### config.mk
export PLATFORM = sky130hd
export DESIGN_NAME = demux_router
export DESIGN_NICKNAME = d
export VERILOG_FILES = /design/src/rtl/demux_router.sv
export SDC_FILE = /design/constraint.sdc
export NUM_CORES = 1
export LEC_CHECK = 0
export ABC_AREA = 1
export CORE_MARGIN = 2
export CORE_UTILIZATION = 46
export DETAILED_ROUTE_END_ITERATION = 10
export PLACE_DENSITY = 0.79
export SLEW_MARGIN = 5
export SYNTH_ARGS = -nofsm -noshare
export SYNTH_HDL_FRONTEND = slang
export SYNTH_SLANG_ARGS = --single-unit
### constraint.sdc
create_clock -name clk -period 1.7 [get_ports clk]
set_input_delay 0.17 -clock clk [delete_from_list [all_inputs] [get_ports clk]]
set_output_delay 0.17 -clock clk [all_outputs]
set_load 0.1 [all_outputs]
### src/rtl/demux_router.sv
// rtl/demux_router.sv - 1-to-4 demultiplexing router with a one-entry buffer per channel
module demux_router #(
  parameter int WIDTH = 8
) (
  input  logic             clk,
  input  logic             rst,
  input  logic [WIDTH-1:0] D,
  input  logic             S0,
  input  logic             S1,
  input  logic             in_valid,
  output logic             in_ready,
  output logic [WIDTH-1:0] Y0,
  output logic [WIDTH-1:0] Y1,
  output logic [WIDTH-1:0] Y2,
  output logic [WIDTH-1:0] Y3,
  output logic             V0,
  output logic             V1,
  output logic             V2,
  output logic             V3,
  input  logic             R0,
  input  logic             R1,
  input  logic             R2,
  input  logic             R3,
  output logic [7:0]       CNT
);

  logic [1:0]       sel;
  logic [3:0]       r_vec;
  logic [3:0]       v_q;
  logic [WIDTH-1:0] y_q [4];
  logic [7:0]       cnt_q;
  logic             accept;

  assign sel   = {S1, S0};
  assign r_vec = {R3, R2, R1, R0};

  // A full channel can still accept when its own downstream drains this cycle.
  assign in_ready = (!v_q[sel] || r_vec[sel]) && !rst;
  assign accept   = in_valid && in_ready;

  always_ff @(posedge clk) begin
    if (rst) begin
      v_q   <= '0;
      cnt_q <= '0;
      for (int k = 0; k < 4; k++) begin
        y_q[k] <= '0;
      end
    end else begin
      for (int k = 0; k < 4; k++) begin
        if (accept && (sel == 2'(k))) begin
          y_q[k] <= D;
          v_q[k] <= 1'b1;
        end else if (v_q[k] && r_vec[k]) begin
          v_q[k] <= 1'b0;
        end
      end
      if (accept) begin
        cnt_q <= cnt_q + 8'd1;
      end
    end
  end

  assign Y0  = y_q[0];
  assign Y1  = y_q[1];
  assign Y2  = y_q[2];
  assign Y3  = y_q[3];
  assign V0  = v_q[0];
  assign V1  = v_q[1];
  assign V2  = v_q[2];
  assign V3  = v_q[3];
  assign CNT = cnt_q;

endmodule

==> results of run 1 <==
-- registers in the layout (all words and copies together), names as in the netlist --
register  flops
y_q          32
CNT           8
v_q           4
-- what timing repair did --
action,4_1_cts,5_1_grt
hold endpoints to repair,0,0
pin swaps,0,1
gates resized for setup,2,3
setup endpoints to repair,25,1
hold buffers,0,0
-- per-layer routing --
layer,up-vias,track usage
met1,727,0.243
met4,0,0.0458
met5,-,0
li1,786,-
met3,5,0.0439
met2,68,0.342
-- metrics by stage --
stage	setup WS, ns	cells	util	cell area, um2
floorplan	-0.0226	190	-	1980
global placement	-0.275	313	0.680	2740
detailed placement	-0.383	313	0.680	2740
CTS	0.0506	321	0.710	2860
global route	0.0264	321	0.709	2860
finish	0.110	321	0.709	2860
-- how the worst max path moves through the flow --
| stage | endpoint | slack [ns] |
|---|---|---|
| after global placement | y_q[0][3] | -0.27 |
| final | in_ready | 0.11 |
| after global routing | in_ready | 0.03 |
| after detailed placement | y_q[0][3] | -0.38 |
| after floorplan | CNT[0] | -0.02 |
| after CTS | in_ready | 0.05 |
-- power groups by stage --
stage	logic, mW	clock network (mW)	registers, mW
CTS	0.587	0.846	1.21
floorplan	0.114	0	1.53
detailed placement	0.587	0	1.23
global route	0.607	0.889	1.21
finish	0.584	0.830	1.21
global placement	0.580	0	1.23
-- layout by cell type, fill, tap and decap left out, types with 2 or more instances in the layout --
master | netlist | layout
nand4_4 | 4 | 4
a21oi_2 | 4 | 4
dfxtp_2 | 0 | 5
nor2_1 | 38 | 38
clkdlybuf4s50_1 | 0 | 14
o21ai_0 | 2 | 2
clkbuf_8 | 0 | 6
xnor2_1 | 2 | 2
inv_1 | 18 | 18
buf_12 | 1 | 9
dfxtp_4 | 0 | 4
nand2_1 | 41 | 40
dfxtp_1 | 12 | 3
inv_2 | 2 | 2
nand3_1 | 10 | 10
a21oi_1 | 7 | 6
nand4_1 | 6 | 6
edfxtp_1 | 32 | 32
buf_4 | 0 | 53
-- critical path: stages --
cell	delay, ns
clkdlybuf4s50_1	0.49
nand3_1	0.08
nand2_1	0.09
nor2_2	0.06
buf_4	0.14
a21oi_4	0.19
buf_12	0.20
-- cell families after synthesis --
logic type / share of synthesized area
AND/OR/NAND/NOR: 0.260
flip-flops: 0.616
buffers and inverters: 0.0629
AO/OA/AOI/OAI: 0.0410
XOR/XNOR: 0.0135
adder cells (fa/ha/maj): 0.00641
-- cell type report --
type                    count  area share
flip-flops and latches     44       0.428
repair buffers             78       0.256
multi-input cells         120       0.224
clock buffers               6      0.0289
inverters                  21      0.0276
well taps                  50      0.0219
clock inverters             2      0.0136
==> results_dict.tcl, run 1 <==
set metrics [dict create \
    status "complete, no violations" \
    drive_above_1_share 0.354 \
    route.detailed.drc 0 \
    ys_top_cells_by_count "nand2_1 (41), nor2_1 (38), edfxtp_1 (32), inv_1 (18), dfxtp_1 (12)" \
    portBuffers 61 \
    grt_pass1_wl_um 7480 \
    grt_start_max_net_pins 15 \
    cts_max_level 2 \
    area_growth_pct 46.5 \
    r2r.worst_path.cells 7 \
    cts_sinks 44 \
    ys_async_sr_fraction 0 \
    crit_required_ns 1.53 \
    post_cts_buffers 0 \
    power_switching_mw 0.809 \
    first_pass_iters 4 \
    timing.max_cap.violations 0 \
    ys_top_cells_by_area "edfxtp_1 (49%), dfxtp_1 (12%), nand2_1 (7.9%)" \
    ys_seq_elements 44 \
    register_area_um2 1220 \
    seqPwrFrac 0.461 \
    grt_usage 0.194 \
    crit_type "in -> out" \
    power_density_nw_per_um2 918 \
    startpoint "R3" \
    ys.flop_type "edfxtp_1" \
    cts_made_buffers 5 \
    synth_edf_count 32 \
    tns_ns 0 \
    hold_ws_ns 0.502 \
    ff2ff_setup_slack_ns 0.26 \
    min_period_ns 1.59 \
    grt-ovfl-total 0 \
    drt_iter0_drc 150 \
    hpwlAfterDp_um 3330 \
    arrival_ns 1.42 \
    power.leakage_nw 1.25 \
    drv_slew 0 \
    fmax_ghz 0.629 \
    clock_skew_ns 0.00938 \
    yosysTopAreaCellShare 0.493 \
    wl_met1_um 1810 \
    setup_viol 0 \
    cts_buffer_depth 2 \
    worstPathMaxFanout 3 \
    cts_root_buf "clkbuf_8" \
    period_share 0.935 \
    clkSlewWorstSetupHoldPaths_ns 0.08 \
    antenna_found_initial 0 \
    ioPinCount 62 \
    netlist_instances 190 \
    worst_slew_margin_rel 0.769 \
    ys_warn_count 0 \
    cts_tree "built" \
    ant_nets 0 \
    wl_um 4370 \
    grt_pass1_vias 1532 \
    netlist_area_um2 1950 \
    via_per_inst 4.94 \
    min_to "CNT[4]" \
    p_sw_frac 0.308 \
    power.total_mw 2.62 \
    die_w_um 69.1 \
    avgSynthCellArea_um2 10.3 \
    yosys.area.top_type "edfxtp_1" \
    dieHeight_um 69.1 \
    ys_types 24 \
    rows 23 \
    dieArea_um2 4780 \
    rr_startpoint "v_q[2]" \
    clockPowerShare 0.317 \
    clk_latency_ns 0.29 \
    hp-start "CNT[4]" \
    synth.yosys.seq_area_share 0.616 \
    endpoint_kind "primary output" \
    synthMostInstantiatedCell "nand2_1" \
    top_layer_used "met4" \
    nets 288 \
    multi_input_area_um2 641 \
    start_util 0.484 \
    diodes 0 \
    avgRoutedWirePerCell_um 13.6 \
    tightest_slew_ns 0.345 \
    wl_met3_um 317 \
    internal_power_mw 1.81 \
    via_count 1586 \
    rr_endpoint "y_q[0][6]" \
    critPathLaunchType "primary input" \
    core_um2 4030 \
    place.gp.congestion 0.872 \
    peakVddDrop_v 0.000426 \
    wl_met2_um 2210 \
    fill_cells 304 \
    syn_nets 208 \
    hold_viol 0 \
    pwr-share-comb 0.223 \
    min_path_cells 2 \
    hold_path_class "reg -> reg" \
    rsz0062_at_grt "false" \
]
(Power assumes the default switching activity.)
==> inputs of run 2 (changes only) <==
--- a/config.mk
+++ b/config.mk
@@ -6,10 +6,11 @@
 export NUM_CORES = 1
 export LEC_CHECK = 0
 export ABC_AREA = 1
+export ABC_CLOCK_PERIOD_IN_PS = 1700
 export CORE_MARGIN = 2
-export CORE_UTILIZATION = 46
+export CORE_UTILIZATION = 41
 export DETAILED_ROUTE_END_ITERATION = 10
-export PLACE_DENSITY = 0.79
+export PLACE_DENSITY = 0.72
 export SLEW_MARGIN = 5
 export SYNTH_ARGS = -nofsm -noshare
 export SYNTH_HDL_FRONTEND = slang
==> run 2 against run 1 <==
Compared with the run above: combinational power grew 3%; worst setup slack gained 0.012 ns; first-iteration DRC count shrank 15%; critical endpoint unchanged; largest cell class unchanged.
==> results_dict.tcl, run 2 (synthesis gave the netlist of run 1 again) <==
set metrics [dict create \
    cts_root_buf "clkbuf_8" \
    core_um2 4660 \
    worst_slew_margin_rel 0.797 \
    cts_tree "built" \
    crit_top_cell "nand2_1" \
    final_cells 330 \
    first_pass_iters 4 \
    place.gp.congestion 0.772 \
    dieArea_um2 5330 \
    grt_pass1_vias 1504 \
    power.total_mw 2.59 \
    fin_util 0.628 \
    largest_reg_flops 32 \
    placed_area_um2 2810 \
    endpoint_kind "primary output" \
    worstPathMaxFanout 3 \
    cts_made_buffers 5 \
    peakVddDrop_v 0.000463 \
    hpwlAfterDp_um 3240 \
    via_count 1580 \
    path_cells "nand2_1 > nand2_1 > nand2_1 > nand2_1 > buf_4 > a21oi_4 > buf_12" \
    setup_viol 0 \
    cts_sinks 44 \
    wl_um 4260 \
    tightest_slew_ns 0.303 \
    ioPinCount 62 \
    hold_path_class "reg -> reg" \
    cts_buffer_depth 2 \
    ant_nets 0 \
    via_per_inst 4.79 \
    fmax_ghz 0.634 \
    clk_latency_ns 0.30 \
    status "complete, no violations" \
    tns_ns 0 \
    rr_endpoint "y_q[1][1]" \
    drv_slew 0 \
    fill_cells 358 \
    cts_max_level 2 \
    slowest_stage "dfxtp_4" \
    clock_skew_ns 0.00764 \
    drt_iter0_drc 127 \
    hp-start "v_q[2]" \
    ff2ff_setup_slack_ns 0.28 \
    grt_start_max_net_pins 14 \
    regMostFlops "y_q" \
    max_stage_delay_ns 0.35 \
    route.detailed.drc 0 \
    min_to "v_q[2]" \
    r2r.worst_path.cells 7 \
    drive_above_1_share 0.355 \
    power_density_nw_per_um2 885 \
    grt_pass1_wl_um 6980 \
    crit_required_ns 1.53 \
    grt_usage 0.176 \
    nets 293 \
    avgRoutedWirePerCell_um 12.9 \
    diodes 0 \
    grt-ovfl-total 0 \
    period_share 0.928 \
    min_period_ns 1.58 \
    arrival_ns 1.41 \
    crit_type "reg -> out" \
    rsz0062_at_grt "false" \
    layout_commonest_cell "buf_4" \
    hold_viol 0 \
    layout_common_cells "buf_4 (54), nand2_1 (41), nor2_1 (38)" \
    die_w_um 73.0 \
    fin_area_um2 2930 \
    start_util 0.419 \
    dieHeight_um 73.0 \
    portBuffers 61 \
    critPathLaunchType "register" \
    antenna_found_initial 0 \
    rr_startpoint "v_q[0]" \
    rows 25 \
    placed_cells 321 \
    clkSlewWorstSetupHoldPaths_ns 0.07 \
    area_growth_pct 50.2 \
    power.leakage_nw 1.28 \
    min_path_cells 2 \
    timing.max_cap.violations 0 \
]
[run 2: changes by cell type in the layout (fill, tap and decap cells not counted), sizes merged]
cell,change
clkbuf,-1
buf,+5
dlygate4sd2,+1
[run 2: timing repair]
action,in CTS,in global routing
setup endpoints to repair,1,0
setup buffers,1,0
hold endpoints to repair,0,0
gates resized for setup,3,0
hold buffers,0,0
[run 2: layout make-up]
cell class / instances / area [um2] / share of cell area
Multi-Input combinational cell: 120 / 638 / 0.218
Inverter: 21 / 78.8 / 0.0269
Sequential cell: 44 / 1220 / 0.417
Clock buffer: 6 / 72.6 / 0.0248
Tap cell: 54 / 67.6 / 0.0231
Timing Repair Buffer: 83 / 815 / 0.278
Clock inverter: 2 / 35.0 / 0.0120
[run 2: report_power, final]
part | internal [mW] | switching (mW)
combinational | 0.160 | 0.440
clock | 0.436 | 0.347
sequential | 1.19 | 0.0209
[run 2: worst max-delay path by stage]
stage	start	to	cells past startpoint
6_report	v_q[0]	in_ready	7
2_1_floorplan	v_q[2]	CNT[0]	8
3_3_place_gp	S0	y_q[1][1]	9
4_1_cts	v_q[1]	in_ready	7
3_5_place_dp	S1	y_q[1][7]	8
5_1_grt	v_q[1]	in_ready	7
[run 2: stage by stage]
stage / setup WS [ns] / hold slack (ns)
after floorplan: -0.0226 / 0.336
final: 0.123 / 0.506
after detailed placement: -0.227 / 0.498
after CTS: 0.106 / 0.510
after global routing: 0.0327 / 0.529
after global placement: -0.188 / 0.487
[run 2: layer usage]
metal | up-vias | global-route usage | part of all wire
li1 | 799 | - | -
met1 | 710 | 0.215 | 0.43
met2 | 65 | 0.299 | 0.48
met3 | 6 | 0.0456 | 0.073
met4 | 0 | 0.0658 | 0.014
met5 | - | 0 | 0
[run 2: critical path: cells and delay by family (launching register included)]
kind            cells  cell delay (ns)
compound gates      1             0.16
flops               1             0.35
buf+inv             2             0.34
simple gates        4             0.25
==> inputs of run 3 (changes only) <==
--- a/config.mk
+++ b/config.mk
@@ -11,7 +11,6 @@
 export CORE_UTILIZATION = 41
 export DETAILED_ROUTE_END_ITERATION = 10
 export PLACE_DENSITY = 0.72
-export SLEW_MARGIN = 5
 export SYNTH_ARGS = -nofsm -noshare
 export SYNTH_HDL_FRONTEND = slang
 export SYNTH_SLANG_ARGS = --single-unit
==> results of run 3 <==
Same layout as run 2: the final DEF is identical, and so are final timing and power.
==> patch (flow settings as in run 2) <==
Register the output `CNT` once more, with the module's reset; this adds one clock of latency there. The other outputs are not delayed to match.
--- a/src/rtl/demux_router.sv
+++ b/src/rtl/demux_router.sv
@@ -70,3 +70,9 @@
   assign V3  = v_q[3];
-  assign CNT = cnt_q;
+  always_ff @(posedge clk) begin
+    if (rst) begin
+      CNT <= '0;
+    end else begin
+      CNT <= cnt_q;
+    end
+  end
 
Function: changed (a bounded check fails within 4 cycles, from zero or initial values and one cycle with rst high).
==> patch against run 2 <==
- design area rose by 4.4%
- sequential cell count rose by 8
- via count rose by 5.3%
- worst setup slack got worse by 0.023 ns
- power rose by 2.0%
- routed wire length rose by 1.7%
- critical path depth did not move
- synthesized area rose by 11%
==> patch: results (changes against run 2) <==
* Multi-input combinational area share at 21.96% (was 21.79%)
* Via density at 4.559 (was 4.788)
* Sequential area share after synthesis at 62.82% (was 61.58%)
* Post-CTS setup buffer count at 0 (was 1)
* PwrDens at 864.2 nW/µm² (was 884.9 nW/µm²)
* Synthesized-area fraction occupied by adder cells at 0.5774% (was 0.6414%)
* Comb_multi_in at 127 (was 120)
* First-pass GRT wire length at 7534 µm (was 6975 µm)
* Seq pwr share at 52.8% (was 46.6%)
* Final hold slack at 0.4621 ns (was 0.5064 ns)
* Buffering overhead at 24.21% (was 27.81%)
* CTS resizes at 2 (was 3)
* GP Congestion at 0.7986 (was 0.7722)
* All-layer global routing usage at 16.28% (was 17.61%)
* Post-synthesis compound-gate area fraction at 4.157% (was 4.105%)
* Worst clock skew at 0.003746 ns (was 0.007643 ns)
* WL final at 4332 µm (was 4260 µm)
* Worst hold start: cnt_q[7]$_SDFFE_PP0P_ (was v_q[2]$_SDFFE_PP0P_)
* Largest net degree at the start of global routing at 21 (was 14)
* P_sw at 823.0 µW (was 808.2 µW)
* Clk tree area frac at 2.781% (was 3.674%)
* Fraction of area in registers at 44.99% (was 41.73%)
* Commonest cells post-synth: 46 x nor2_1, 40 x nand2_1, 32 x edfxtp_1 (was 41 x nand2_1, 38 x nor2_1, 32 x edfxtp_1)
* Layout cell share with drive strength beyond 1 at 31.19% (was 35.51%)
* Max-slew headroom at 79.57% (was 79.72%)
* CP Launch Point: v_q[3]$_SDFFE_PP0P_ (was v_q[0]$_SDFFE_PP0P_)
* Count of nets after finishing at 312 (was 293)
* RR Endpoint: y_q[3][2]$_SDFFCE_PN0P_ (was y_q[1][1]$_SDFFCE_PN0P_)
* Arrival @ worst endpoint at 1.43 ns (was 1.41 ns)
* Final-layout fill cell count at 418 (was 358)
* Number of non-clock buffers at 82 (was 83)
* Routed length on met3 at 300 µm (was 312 µm)
* Flops & latches, synth at 52 (was 44)
* Ys Warns at 0 (unchanged)
* Synth top area cells: edfxtp_1 44%, dfxtp_1 18%, nor2_1 8.0% (was edfxtp_1 49%, dfxtp_1 12%, nand2_1 7.9%)
* Grt met3 use at 5.059% (was 4.558%)
* Inverter count at 26 (was 21)
* Clock transition at path regs at 0.08 ns
* Detailed placement HPWL at 3272 µm (was 3241 µm)
* Synth top area share at 44.34% (was 49.26%)
* Met2 wire len at 2026 µm (was 2041 µm)
* Xor/xnor share of the synthesized area at 1.212% (was 1.347%)
* Status: complete, no violations (unchanged)
* Vias in the first global route at 1,645 (was 1,504)
patch: worst max path at each step:
| stage | endpoint | slack (ns) | depth (start not counted) |
|---|---|---|---|
| detailed placement | y_q[3][2]$_SDFFCE_PN0P_ | -0.24 | 8 |
| finish | in_ready | 0.1 | 7 |
| global placement | y_q[3][2]$_SDFFCE_PN0P_ | -0.18 | 9 |
| CTS | in_ready | 0.08 | 7 |
| global route | in_ready | 0.001 | 7 |
| floorplan | cnt_q[0]$_SDFFE_PP0P_ | 0.001 | 8 |
patch: per-stage QoR:
step                      worst slack (ns)  instances  utilization, %  cell area (µm²)
after floorplan                   0.001172        211               -             2193
after global placement             -0.1797        357           58.28             2977
after detailed placement           -0.2403        357           58.28             2977
after CTS                          0.07860        365           59.90             3059
after global routing             0.0009860        365           59.90             3059
final                              0.09955        365           59.90             3059
